==> src/rtl/proc_pkg.sv <==
// Shared processor types and constants.
// Imported by the fetch stage and its queue.
package proc_pkg;

  localparam int XLEN    = 32;
  localparam int INSTR_W = 32;

  localparam logic [XLEN-1:0] PC_STEP = 32'd4;

  typedef enum logic {
    FETCH_RUN,
    FETCH_FLUSH
  } fetch_state_t;

  typedef struct packed {
    logic [XLEN-1:0]    pc;
    logic [INSTR_W-1:0] instr;
  } fetch_entry_t;

endpackage

==> src/rtl/fetch_fifo.sv <==
// Prefetch queue of {pc, instruction} entries.
// Outputs come straight from storage; no write-to-read bypass.
module fetch_fifo
  import proc_pkg::*;
#(
  parameter int DEPTH = 4,
  localparam int AW = $clog2(DEPTH),
  localparam int CW = AW + 1
) (
  input  logic               clk,
  input  logic               reset,
  input  logic               clear,
  input  logic               wr_en,
  input  logic [XLEN-1:0]    wr_pc,
  input  logic [INSTR_W-1:0] wr_instr,
  input  logic               rd_en,
  output logic               rd_valid,
  output logic [XLEN-1:0]    rd_pc,
  output logic [INSTR_W-1:0] rd_instr,
  output logic [CW-1:0]      count
);

  localparam logic [CW-1:0] FULL = CW'(DEPTH);

  fetch_entry_t  mem [DEPTH];
  logic [AW-1:0] wr_ptr;
  logic [AW-1:0] rd_ptr;
  logic          do_wr;
  logic          do_rd;

  assign rd_valid = (count != '0);
  assign do_rd    = rd_en & rd_valid & ~clear;
  assign do_wr    = wr_en & ~clear &
                    ((count != FULL) | do_rd);

  // Idle outputs read as zero so nothing stale leaks out
  assign rd_pc    = rd_valid ? mem[rd_ptr].pc    : '0;
  assign rd_instr = rd_valid ? mem[rd_ptr].instr : '0;

  always_ff @(posedge clk) begin
    if (reset || clear) begin
      wr_ptr <= '0;
      rd_ptr <= '0;
      count  <= '0;
    end else begin
      if (do_wr) wr_ptr <= wr_ptr + 1'b1;
      if (do_rd) rd_ptr <= rd_ptr + 1'b1;
      count <= count + CW'(do_wr) - CW'(do_rd);
    end
  end

  always_ff @(posedge clk) begin
    if (do_wr) begin
      mem[wr_ptr] <= '{pc: wr_pc, instr: wr_instr};
    end
  end

endmodule

==> src/rtl/instr_fetch.sv <==
// Instruction fetch stage: credit-limited requests, in-order prefetch.
// Optional perf counters under INSTR_FETCH_PERF_EN.
module instr_fetch
  import proc_pkg::*;
#(
  parameter logic [31:0] RESET_PC = 32'h0000_0000,
  parameter int          DEPTH    = 4
) (
  input  logic        clk,
  input  logic        reset,
  output logic        imem_req_valid,
  input  logic        imem_req_ready,
  output logic [31:0] imem_req_addr,
  input  logic        imem_rsp_valid,
  input  logic [31:0] imem_rsp_data,
  input  logic        redirect_valid,
  input  logic [31:0] redirect_pc,
  output logic        instr_valid,
  input  logic        instr_ready,
  output logic [31:0] instruction,
  output logic [31:0] instr_pc
`ifdef INSTR_FETCH_PERF_EN
  ,
  output logic [31:0] perf_fetch_count,
  output logic [31:0] perf_flush_count
`endif
);

  localparam int CW = $clog2(DEPTH) + 1;
  localparam logic [CW:0] LIMIT = (CW + 1)'(DEPTH);

  fetch_state_t    state;
  fetch_state_t    state_n;
  logic [XLEN-1:0] fetch_pc;
  logic [XLEN-1:0] fetch_pc_n;
  logic [XLEN-1:0] rsp_pc;
  logic [XLEN-1:0] rsp_pc_n;
  logic [XLEN-1:0] target;
  logic [CW-1:0]   outst;
  logic [CW-1:0]   outst_n;
  logic [CW-1:0]   discard;
  logic [CW-1:0]   discard_n;
  logic [CW-1:0]   occ;
  logic [CW:0]     in_use;
  logic            req_fire;
  logic            rsp_wr;
  logic            deliver;

  assign target   = redirect_pc & 32'hFFFF_FFFC;
  assign in_use   = {1'b0, occ} + {1'b0, outst};
  assign req_fire = imem_req_valid & imem_req_ready;
  assign deliver  = instr_valid & instr_ready;

  assign imem_req_addr  = fetch_pc;
  assign imem_req_valid = ~reset & (state == FETCH_RUN) &
                          (in_use < LIMIT) & ~redirect_valid;

  assign rsp_wr = imem_rsp_valid & (state == FETCH_RUN) &
                  ~redirect_valid;

  always_comb begin
    state_n    = state;
    fetch_pc_n = fetch_pc;
    rsp_pc_n   = rsp_pc;
    discard_n  = discard;
    outst_n    = outst + CW'(req_fire) - CW'(imem_rsp_valid);
    if (redirect_valid) begin
      // A response landing this cycle is already stale
      fetch_pc_n = target;
      rsp_pc_n   = target;
      discard_n  = outst - CW'(imem_rsp_valid);
      state_n    = (discard_n != '0) ? FETCH_FLUSH : FETCH_RUN;
    end else begin
      unique case (state)
        FETCH_RUN: begin
          if (req_fire) fetch_pc_n = fetch_pc + PC_STEP;
          if (rsp_wr)   rsp_pc_n   = rsp_pc + PC_STEP;
        end
        FETCH_FLUSH: begin
          if (imem_rsp_valid && discard != '0) begin
            discard_n = discard - 1'b1;
            if (discard_n == '0) state_n = FETCH_RUN;
          end
        end
      endcase
    end
  end

  always_ff @(posedge clk) begin
    if (reset) begin
      state    <= FETCH_RUN;
      fetch_pc <= RESET_PC;
      rsp_pc   <= RESET_PC;
      outst    <= '0;
      discard  <= '0;
    end else begin
      state    <= state_n;
      fetch_pc <= fetch_pc_n;
      rsp_pc   <= rsp_pc_n;
      outst    <= outst_n;
      discard  <= discard_n;
    end
  end

  fetch_fifo #(
    .DEPTH(DEPTH)
  ) u_fifo (
    .clk      (clk),
    .reset    (reset),
    .clear    (redirect_valid),
    .wr_en    (rsp_wr),
    .wr_pc    (rsp_pc),
    .wr_instr (imem_rsp_data),
    .rd_en    (deliver),
    .rd_valid (instr_valid),
    .rd_pc    (instr_pc),
    .rd_instr (instruction),
    .count    (occ)
  );

`ifdef INSTR_FETCH_PERF_EN
  always_ff @(posedge clk) begin
    if (reset) begin
      perf_fetch_count <= '0;
      perf_flush_count <= '0;
    end else begin
      if (deliver)        perf_fetch_count <= perf_fetch_count + 1'b1;
      if (redirect_valid) perf_flush_count <= perf_flush_count + 1'b1;
    end
  end
`endif

endmodule

==> config.mk <==
export PLATFORM = sky130hd
export DESIGN_NAME = instr_fetch
export DESIGN_NICKNAME = d
export VERILOG_FILES = /design/src/rtl/proc_pkg.sv /design/src/rtl/fetch_fifo.sv /design/src/rtl/instr_fetch.sv
export SDC_FILE = /design/constraint.sdc
export NUM_CORES = 1
export LEC_CHECK = 0
export ABC_CLOCK_PERIOD_IN_PS = 7900
export CAP_MARGIN = 40
export CELL_PAD_IN_SITES_DETAIL_PLACEMENT = 1
export CELL_PAD_IN_SITES_GLOBAL_PLACEMENT = 1
export CORE_MARGIN = 10
export CORE_UTILIZATION = 35
export CTS_CLUSTER_SIZE = 28
export DETAILED_ROUTE_END_ITERATION = 16
export PLACE_DENSITY_LB_ADDON = 0.25
export SLEW_MARGIN = 15
export SYNTH_ARGS = -nofsm -noshare
export SYNTH_HDL_FRONTEND = slang
export SYNTH_SLANG_ARGS = --single-unit
==> constraint.sdc <==
create_clock -name clk -period 7.9 [get_ports clk]
set_input_delay 1.58 -clock clk [delete_from_list [all_inputs] [get_ports clk]]
set_output_delay 1.58 -clock clk [all_outputs]
set_load 0.02 [all_outputs]
## After elaboration in Yosys (flattened, before gate mapping)

Memories as Yosys holds them, arrays and structs flattened. A register that Yosys moved wholly into a read port is not among the register bits.
Index checks and enable logic that the tools add are counted.

| word-level totals | value |
|---|---|
| bits in registers | 78 |
| RAM bits | 256 |
| input bits | 70 |
| output and inout bits | 98 |
| logic and storage cells | 76 |
| memories kept | 1 |

| operators by class | value |
|---|---|
| add/subtract/negate cells | 11 |
| magnitude comparators | 1 |
| equal/unequal tests | 2 |
| multiplexer cells | 20 |
| bitwise gates (word level) | 15 |
| reduce and logical (&&, ||, !) cells | 16 |

Memories:

| memory | depth | width | read ports | clocked after Yosys merged registers in | wr ports | RTL line | text |
|---|---|---|---|---|---|---|---|
| u_fifo.mem | 4 | 64 | 1 | 1 | 1 | fetch_fifo.sv:25 | `fetch_entry_t mem [DEPTH];` |

Operator list:

| operator | count |
|---|---|
| $mux W32 | 8 |
| $add A32 B3 Y32 const B | 2 |
| $and A1 B1 Y1 | 11 |
| $reduce_and A2 Y1 | 5 |
| $mux W3 | 3 |
| $reduce_bool A3 Y1 | 3 |
| $sub A3 B1 Y3 | 3 |
| $reduce_bool A2 Y1 | 4 |
| $mux W1 | 7 |
| $add A3 B1 Y3 | 2 |
| $add A2 B1 Y2 const B | 2 |
| $add A3 B3 Y4 | 1 |
| $lt A4 B3 Y1 const B | 1 |
| $mux W2 | 2 |
| $logic_not A3 Y1 | 1 |
| $ne A3 B3 Y1 const B | 1 |
| $not A1 Y1 | 3 |
| $sub A3 B1 Y3 const B | 1 |
| $ne A2 B2 Y1 const B | 1 |
| $reduce_or A2 Y1 | 1 |
| $logic_and A1 B1 Y1 | 1 |
| $logic_or A1 B1 Y1 | 1 |
| $or A1 B1 Y1 | 1 |

## Logic depth before layout (Yosys ltp)

Gate-level depths: netlist of the first run.

| logic depth | value |
|---|---|
| word-level depth | 8 |
| depth in mapped cells | 13 |
| gate-level depth less buffers | 11 |

## By module

From an unflattened synthesis of the first run, not the netlist that was laid out.

| second synthesis, totals | value |
|---|---|
| cells, all modules | 930 |
| area, all modules | 14048.5 um2 |

Modules (own cells, without submodules):

| module | instances | cells each | area an instance (um2) | sequential area each (um2) |
|---|---|---|---|---|
| fetch_fifo | 1 | 455 | 10216.0 | 7867.5 |
| instr_fetch | 1 | 475 | 3832.4 | 1341.3 |

## Worst setup path before layout of the first run

Ideal clock, no wire load.

| timing path | value |
|---|---|
| path kind | in2reg |
| from | in imem_rsp_valid |
| to | mem u_fifo.mem[0][0] in the netlist's numbering (enable) |
| library setup time | 426 ps |
| data arrival time | 3744 ps |
| required time | 7474 ps |
| setup slack | 3730 ps |
| cell stages on the path | 5 |
| cells stage by stage | and2b_1 > buf_2 > nand2_1 > nor2_1 > and2_1 |

| between the ends | value |
|---|---|
| word-level cells in the longest chain between the ends | 6 |

RTL lines:

| what | RTL line | text |
|---|---|---|
| from (decl) | instr_fetch.sv:14 | `input logic imem_rsp_valid,` |
| $and A1 B1 Y1 (2 in series) | instr_fetch.sv:58 | `assign rsp_wr = imem_rsp_valid & (state == FETCH_RUN) &` |
| $and A1 B1 Y1 (2 in series) | fetch_fifo.sv:33 | `assign do_wr = wr_en & ~clear &` |
| net u_fifo.do_wr | fetch_fifo.sv:28 | `logic do_wr;` |
| $mux W1 | fetch_fifo.sv:53 | `if (do_wr) begin` |
| $mux W1 (not written as such) | fetch_fifo.sv:54 | `mem[wr_ptr] <= '{pc: wr_pc, instr: wr_instr};` |
| to (decl) | fetch_fifo.sv:25 |  |

The timed path passes the listed nets, and every way through them passes these cells.

## Final worst setup path of the first run

| timing path | value |
|---|---|
| from | in redirect_valid |
| to | out imem_req_valid |

| between the ends | value |
|---|---|
| word-level cells in the longest chain between the ends | 2 |

RTL lines:

| what | RTL line | text |
|---|---|---|
| from (decl) | instr_fetch.sv:16 | `input logic redirect_valid,` |
| $not A1 Y1 | instr_fetch.sv:56 | `(in_use < LIMIT) & ~redirect_valid;` |
| $and A1 B1 Y1 | instr_fetch.sv:56 |  |
| to (decl) | instr_fetch.sv:11 | `output logic imem_req_valid,` |

No other way between the ends.

==> results of run 1 <==
## placed cells by master (no fill, tap or decap), types with 3 or more instances in the layout
| master | count |
|---|---|
| clkinv_1 | 7 |
| nand2_1 | 17 |
| bufinv_16 | 4 |
| and2_2 | 4 |
| and3_1 | 7 |
| a21boi_1 | 12 |
| nor3_1 | 10 |
| inv_1 | 46 |
| clkbuf_1 | 9 |
| clkinv_2 | 6 |
| buf_4 | 11 |
| nand4_1 | 16 |
| mux4_2 | 62 |
| o21bai_1 | 3 |
| ha_1 | 17 |
| inv_6 | 5 |
| a211oi_1 | 5 |
| dfxtp_1 | 74 |
| xor2_1 | 20 |
| buf_12 | 3 |
| nor4_2 | 6 |
| edfxtp_1 | 248 |
| nor4_4 | 6 |
| nor4_1 | 5 |
| clkdlybuf4s50_1 | 161 |
| and4_1 | 10 |
| nor2b_1 | 63 |
| o21ai_0 | 3 |
| a21boi_0 | 30 |
| nand3_1 | 22 |
| nor3b_1 | 4 |
| conb_1 | 4 |
| nor2_1 | 22 |
| o31a_1 | 7 |
| and2_1 | 6 |
| clkbuf_16 | 37 |
| nor3_2 | 6 |
| xnor2_1 | 38 |
| a21oi_1 | 33 |
## worst reg2reg max path, delay by kind of cell (launching register included)
kind | cells | cell delay [ps]
and+or+nand+nor | 4 | 1620
buffers and inverters | 1 | 630
DFF | 1 | 370
## report_power, final
group          switching (mW)  internal [mW]
sequential             0.0568           1.89
combinational           0.170          0.161
clock                   0.664          0.997
total                   0.890           3.05
## cell families after synthesis
group | count (synthesis) | share of synthesized area [%]
and+or+nand+nor | 222 | 10.8
xor gates and xnor gates | 58 | 3.68
buffers and inverters | 99 | 3.10
DFF | 324 | 65.1
AOI/OAI and AO/OA | 105 | 5.17
other | 1 | 0.0272
adders and majority gates | 19 | 1.83
muxes | 65 | 10.4
## layout make-up
class	instances	area share, %
Inverter	47	1.06
Multi-Input combinational cell	473	25.7
Clock inverter	21	1.23
Timing Repair Buffer	176	10.4
Tap cell	518	3.77
Sequential cell	324	52.3
Clock buffer	46	5.59
Antenna cell	1	0.0146
## metrics by stage
stage          util (%)  instances  setup slack [ps]  hold slack, ps
2_1_floorplan         -        896              3730             474
3_3_place_gp       41.0       1534              2760             512
3_5_place_dp       41.2       1538              2770             533
4_1_cts            44.2       1605              2750             541
5_1_grt            44.2       1605              2620             550
6_report           44.2       1606              2780             546
## flip-flops by register name, summed over array words and instances (netlist names), named ones only
signal / count
u_fifo.mem: 248
imem_req_addr: 30
rsp_pc: 30
discard: 3
outst: 3
u_fifo.count: 3
u_fifo.rd_ptr: 2
u_fifo.wr_ptr: 2
state: 1
## worst paths after layout
check,to,from,cells after the start
worst max register to register,u_fifo.mem[2][28],state,5
worst max-delay path,imem_req_valid,redirect_valid,5
worst min-delay path,imem_req_addr[3],imem_req_addr[3],2
worst min register to register,imem_req_addr[3],imem_req_addr[3],2
## metal layers
layer	track usage (%)	wire (um)	vias to the layer above
li1	-	-	3709
met1	18.3	15300	4019
met2	23.3	16000	168
met3	3.56	1940	35
met4	2.99	533	0
met5	0	0	-
==> results.json, run 1 <==
{
  "outcome": "finished clean",
  "worstSetupPathType": "in2out",
  "rows": 72,
  "grt_pass1_wl_mm": 52.6,
  "netlist_top_cells_count": "edfxtp_1, dfxtp_1, nor2b_1, mux4_2, inv_1",
  "grt_max_degree": 65,
  "start_util_pct": 35.5,
  "startpoint_type": "input pin",
  "grt_overflow_total": 0,
  "vias": 7931,
  "multi_input_area_um2": 4410,
  "ys_seq_elements": 324,
  "drt-total-wl_mm": 33.7,
  "firstDrtPassIters": 4,
  "fin_area_um2": 17200,
  "port_buffers": 161,
  "netlist_instances": 893,
  "htreeDepth": 2,
  "placed_area_um2": 16000,
  "critPathMaxStageDelay_ps": 610,
  "cts_tree": "yes",
  "synth_edf_count": 248,
  "critical_path_buf_inv_count": 3,
  "fin_crit_sh_pct": 64.8,
  "n_fill_cell": 3895,
  "path_clk_slew_ps": 60,
  "setup-violations-final": 0,
  "timing.max_cap.violations": 0,
  "synthMostInstantiatedCell": "edfxtp_1",
  "yosysSeqAreaShare_pct": 65.1,
  "end_kind": "output port",
  "final-seq-area_um2": 8970,
  "fin_tns_setup_ps": 0,
  "netlist-cell-type-count": 64,
  "crit_top_cell": "clkdlybuf4s50_1",
  "syn2layout_area_growth_pct": 24.5,
  "dieArea_um2": 47700,
  "slowest_stage": "clkdlybuf4s50_1",
  "grt_pass1_vias": 8871,
  "hold_buffers": 0,
  "mappedNetlistArea_um2": 13800,
  "cts_buffer_depth": 3,
  "fin_nets": 1148,
  "synth_top_cells_by_area": "edfxtp_1, dfxtp_1, mux4_2",
  "crit_family": "buffers and inverters",
  "fin_skew_ps": 19.9,
  "finalHoldViolCount": 0,
  "slew_headroom_pct": 48.2,
  "post_cts.repair.setup_buffers": 0,
  "tightest_slew_ps": 777,
  "numCtsBuffers": 37,
  "cts_resized": 0,
  "clock_sinks": 324,
  "p_leak_nw": 5.56,
  "rsz0062_at_grt": "no",
  "power.total_mw": 3.94,
  "track_usage_pct": 14.1,
  "pin_count": 168,
  "dp_hpwl_mm": 22.5,
  "ir_drop_mv": 0.121,
  "clk_latency_ps": 510,
  "clock.fmax_ghz": 0.195,
  "drc": 0,
  "synth.largest_area_cell": "edfxtp_1",
  "avgSynthCellArea_um2": 15.4,
  "gp_congestion": 0.749,
  "drive_gt1_share_pct": 14.9,
  "post-route-min-period_ps": 5120,
  "rrSetupSlack_ps": 4890,
  "synth_async_sr_flop_share_pct": 0,
  "final_antenna_net_count": 0,
  "die_h_um": 218,
  "wl_per_cell_um": 21.0,
  "die_x_um": 218,
  "slew_violations": 0,
  "path_cells": "clkdlybuf4s50_1 -> buf_4 -> nor2_1 -> and3_1 -> clkdlybuf4s50_1",
  "drt_iter0_markers": 368,
  "critPathArrivalTime_ps": 3540,
  "yosysTopAreaCellShare_pct": 54.0,
  "required_ps": 6320,
  "cts_root_buf": "clkbuf_16",
  "synth-main-ff-cell": "edfxtp_1",
  "coreArea_um2": 38800,
  "p_per_area_nw_per_um2": 229,
  "crit_path_max_fanout": 46,
  "hold_path_class": "reg2reg",
  "antenna_found_initial": 0,
  "yosys_warnings": 0,
  "vias_per_cell": 4.94
}
Power figures use the tool's default switching activity.
==> run 2, diff against run 1 <==
- ABC_CLOCK_PERIOD_IN_PS: 7900 -> 4120
- clock period: 7.9 -> 4.12 ns (I/O delays scaled with it)
==> run 2 against run 1 <==
Critical path depth decreased by 1. Sequential share of layout area down 0.37 points. Clock skew up 6.3 ps. Flip-flop and latch count unchanged. Critical endpoint is now instr_pc[14]. Largest power group unchanged. Sequential power up 92%.
==> results.json, run 2 (same netlist as run 1, synthesis figures left out) <==
{
  "outcome": "finished clean",
  "setup-violations-final": 0,
  "htreeDepth": 2,
  "p_per_area_nw_per_um2": 436,
  "hold_buffers": 0,
  "p_leak_nw": 5.61,
  "cts_buffer_depth": 3,
  "rsz0062_at_grt": "no",
  "layout_common_cells": "edfxtp_1, clkdlybuf4s50_1, dfxtp_1",
  "diodes": 0,
  "port_buffers": 161,
  "path_clk_slew_ps": 60,
  "critPathMaxStageDelay_ps": 640,
  "clk_latency_ps": 520,
  "die_h_um": 218,
  "comb_power_share_pct": 8.5,
  "startpoint_type": "flop",
  "seqPwrFrac_pct": 49.6,
  "grt_pass1_wl_mm": 51.9,
  "end_kind": "output port",
  "firstDrtPassIters": 4,
  "slowest_stage": "clkdlybuf4s50_1",
  "vias_per_cell": 5.00,
  "cts_resized": 0,
  "rows": 72,
  "pin_count": 168,
  "grt_max_degree": 65,
  "final_common_cell": "edfxtp_1",
  "syn2layout_area_growth_pct": 25.4,
  "ir_drop_mv": 0.266,
  "p_switching_mw": 1.70,
  "whs_ps": 546,
  "grt_pass1_vias": 8695,
  "cts_tree": "yes",
  "timing.max_cap.violations": 0,
  "die_x_um": 218,
  "fin_tns_setup_ps": 0,
  "final_antenna_net_count": 0,
  "dp_hpwl_mm": 22.6,
  "wl_per_cell_um": 20.9,
  "tightest_slew_ps": 669,
  "vias": 8051,
  "finalHoldViolCount": 0,
  "gp_congestion": 0.756,
  "worstSetupPathType": "reg2out",
  "dieArea_um2": 47700,
  "drt_iter0_markers": 415,
  "track_usage_pct": 13.9,
  "numCtsBuffers": 37,
  "place_inst": 1545,
  "cts_root_buf": "clkbuf_16",
  "crit_path_max_fanout": 23,
  "post-route-min-period_ps": 3530,
  "largest_register_ffs": 248,
  "drc": 0,
  "clock.fmax_ghz": 0.283,
  "drive_gt1_share_pct": 15.6,
  "path_cells": "buf_12 -> mux4_2 -> nor2b_1 -> clkdlybuf4s50_1",
  "fin_skew_ps": 26.2,
  "drt-total-wl_mm": 33.7,
  "fin_crit_sh_pct": 85.7,
  "p_int_mw": 5.84,
  "required_ps": 3300,
  "fin_nets": 1155,
  "slew_headroom_pct": 55.3,
  "antenna_found_initial": 0,
  "final_cells": 1609,
  "start_util_pct": 35.5,
  "regMostFlops": "u_fifo.mem",
  "clock_power_share_pct": 41.9,
  "grt_overflow_total": 0,
  "clock_sinks": 324,
  "power.total_mw": 7.54,
  "slew_violations": 0,
  "post_cts.repair.setup_buffers": 0,
  "hold_path_class": "reg2reg",
  "p_sw_share_pct": 22.6,
  "critPathArrivalTime_ps": 2710,
  "coreArea_um2": 38800
}
[run 2: cell count changes in the layout (fill, tap and decap cells not counted), sizes merged]
| cell | previous run | this run |
|---|---|---|
| buf | 15 | 22 |
| bufinv | 4 | 3 |
| clkbuf | 46 | 44 |
| clkinvlp | 0 | 2 |
| diode | 1 | 0 |
| inv | 51 | 49 |
[run 2: per-stage QoR]
step,area (um^2),util (%),setup WS (ps)
2_1_floorplan,13800,-,706
3_3_place_gp,16100,41.5,759
3_5_place_dp,16100,41.5,728
4_1_cts,17300,44.5,493
5_1_grt,17300,44.5,418
6_report,17300,44.5,588
[run 2: path summary, 6_finish.rpt]
path / to / startpoint / cells after the start / slack, ps
max: instr_pc[14] / flop / 4 / 590
min: u_fifo.rd_ptr[0] / u_fifo.rd_ptr[0] / 2 / 550
max reg2reg: outst[2] / outst[2] / 11 / 1440
min reg2reg: u_fifo.rd_ptr[0] / u_fifo.rd_ptr[0] / 2 / 550
[run 2: per-layer routing]
layer	vias to the layer above	part of all wire, %	track usage [%]
met2	176	48	23.0
met3	38	5.9	3.66
li1	3727	-	-
met5	-	0	0
met1	4110	45	18.0
met4	0	1.7	3.38
[run 2: power groups by stage]
| stage | sequential [mW] | clock [mW] | combinational (mW) |
|---|---|---|---|
| finish | 3.74 | 3.16 | 0.641 |
| global placement | 3.80 | 0 | 0.644 |
| detailed placement | 3.80 | 0 | 0.655 |
| CTS | 3.74 | 3.26 | 0.658 |
| global route | 3.75 | 3.40 | 0.706 |
| floorplan | 3.79 | 0 | 0.346 |
[run 2: layout make-up]
type                    count  area (um^2)
repair buffers            183         1900
multi-input cells         473         4410
inverters                  47          181
flip-flops and latches    324         8970
fillers                  3852        21500
clock inverters            20          193
well taps                 518          648
clock buffers              44          983
[run 2: critical path, delay by kind of cell (launching register included)]
kind / cells / cell delay, ps
buffers and inverters: 2 / 920
multiplexers: 1 / 520
flip-flops: 1 / 580
AND/OR/NAND/NOR: 1 / 150
==> run 3, diff against run 2 <==
- CORE_MARGIN: 10 -> 2
==> run 3 against run 2 <==
Sequential power about the same. Fmax up 0.76%. Total power up 2.5%. Register-to-register slack worse by 50 ps. Final area up 0.15%. Largest cell class unchanged. Largest power group unchanged.
==> results.json, run 3 (same netlist as run 1, synthesis figures left out) <==
{
  "firstDrtPassIters": 4,
  "final_common_cell": "edfxtp_1",
  "outcome": "finished clean",
  "clock_sinks": 324,
  "p_switching_mw": 1.73,
  "timing.max_cap.violations": 0,
  "post_cts.repair.setup_buffers": 0,
  "fin_nets": 1156,
  "slew_violations": 0,
  "whs_path_depth": 2,
  "clock_power_share_pct": 43.4,
  "track_usage_pct": 16.5,
  "cts_buffer_depth": 3,
  "finalHoldViolCount": 0,
  "regMostFlops": "u_fifo.mem",
  "p_int_mw": 6.00,
  "clk_latency_ps": 520,
  "coreArea_um2": 38700,
  "layout_common_cells": "edfxtp_1, clkdlybuf4s50_1, dfxtp_1",
  "startpoint_type": "flop",
  "comb_power_share_pct": 8.3,
  "path_clk_slew_ps": 60,
  "vias_per_cell": 4.98,
  "clock.fmax_ghz": 0.285,
  "drt-total-wl_mm": 33.3,
  "place_inst": 1546,
  "slew_headroom_pct": 59.1,
  "cts_root_buf": "clkbuf_16",
  "crit_path_max_fanout": 45,
  "die_h_um": 202,
  "cts_tree": "yes",
  "rr_worst_depth": 11,
  "seqPwrFrac_pct": 48.3,
  "grt_pass1_vias": 8846,
  "p_per_area_nw_per_um2": 446,
  "required_ps": 3300,
  "p_sw_share_pct": 22.4,
  "tightest_slew_ps": 613,
  "port_buffers": 161,
  "largest_register_ffs": 248,
  "p_leak_nw": 5.64,
  "rows": 72,
  "cts_resized": 0,
  "hold_path_class": "reg2reg",
  "htreeDepth": 2,
  "drive_gt1_share_pct": 15.4,
  "fin_crit_sh_pct": 85.1,
  "drc": 0,
  "grt_overflow_total": 0,
  "ir_drop_mv": 0.246,
  "rsz0062_at_grt": "no",
  "worstSetupPathType": "reg2out",
  "diodes": 0,
  "antenna_found_initial": 0,
  "whs_ps": 538,
  "critPathArrivalTime_ps": 2680,
  "final_antenna_net_count": 0,
  "drt_iter0_markers": 338,
  "syn2layout_area_growth_pct": 25.6,
  "dieArea_um2": 41000,
  "min_from": "imem_req_addr[3]",
  "hold_buffers": 0,
  "fin_tns_setup_ps": 0,
  "post-route-min-period_ps": 3510,
  "dp_hpwl_mm": 21.4,
  "end_kind": "output port",
  "numCtsBuffers": 37,
  "grt_max_degree": 65,
  "setup-violations-final": 0,
  "grt_pass1_wl_mm": 52.5,
  "fin_skew_ps": 22.0,
  "wl_per_cell_um": 20.6,
  "gp_congestion": 0.768,
  "r2r_start": "outst[2]",
  "final_cells": 1612,
  "vias": 8023,
  "pin_count": 168,
  "die_x_um": 202,
  "whs_endpoint": "imem_req_addr[3]",
  "start_util_pct": 35.6,
  "r2r-end": "outst[2]",
  "rrSetupSlack_ps": 1390
}
run 3: cell count changes in the layout (fill, tap and decap cells not counted), sizes merged:
| cell | delta |
|---|---|
| clkbuf | +5 |
| buf | +1 |
| bufinv | +2 |
| clkinvlp | -2 |
| inv | -1 |
| clkinv | -2 |
run 3: area by class of cell:
cell class / instances / area (um^2)
Clock inverter: 17 / 209
Multi-Input combinational cell: 473 / 4410
Timing Repair Buffer: 184 / 1870
Fill cell: 3872 / 21400
Sequential cell: 324 / 8970
Clock buffer: 49 / 1020
Tap cell: 518 / 648
Inverter: 47 / 181
run 3: layer usage:
layer,routed length (um),vias to the layer above,global-route usage [%]
met2,15300,199,26.4
met1,15700,4051,23.5
li1,-,3726,-
met3,1660,47,2.87
met5,0,-,0
met4,624,0,3.99
run 3: worst max-delay path by stage:
stage	from	to	depth (start not counted)
2_1_floorplan	imem_rsp_valid	u_fifo.mem[1][0]	5
5_1_grt	flop	instruction[27]	5
4_1_cts	flop	instruction[27]	5
3_5_place_dp	redirect_valid	outst[2]	11
6_report	flop	instruction[27]	5
3_3_place_gp	redirect_valid	outst[2]	11
run 3: critical path, cell delays in order (launching register included):
cell             delay, ps
dfxtp_2                590
buf_12                 330
buf_4                  230
mux4_2                 290
nor2b_1                140
clkdlybuf4s50_1        550
run 3: stage by stage:
stage               power (mW)  worst slack [ps]  instance area (um^2)  utilization [%]
CTS                       7.83               543                 17300             44.7
global route              8.03               484                 17300             44.7
global placement          4.44               563                 16100             41.5
finish                    7.73               614                 17300             44.7
floorplan                 4.14               706                 13800                -
detailed placement        4.45               539                 16100             41.5
run 3: power groups by stage:
stage	Combinational, mW	Clock, mW	Sequential (mW)
floorplan	0.346	0	3.79
global placement	0.642	0	3.80
detailed placement	0.651	0	3.80
CTS	0.656	3.44	3.73
global route	0.708	3.57	3.75
finish	0.642	3.35	3.73
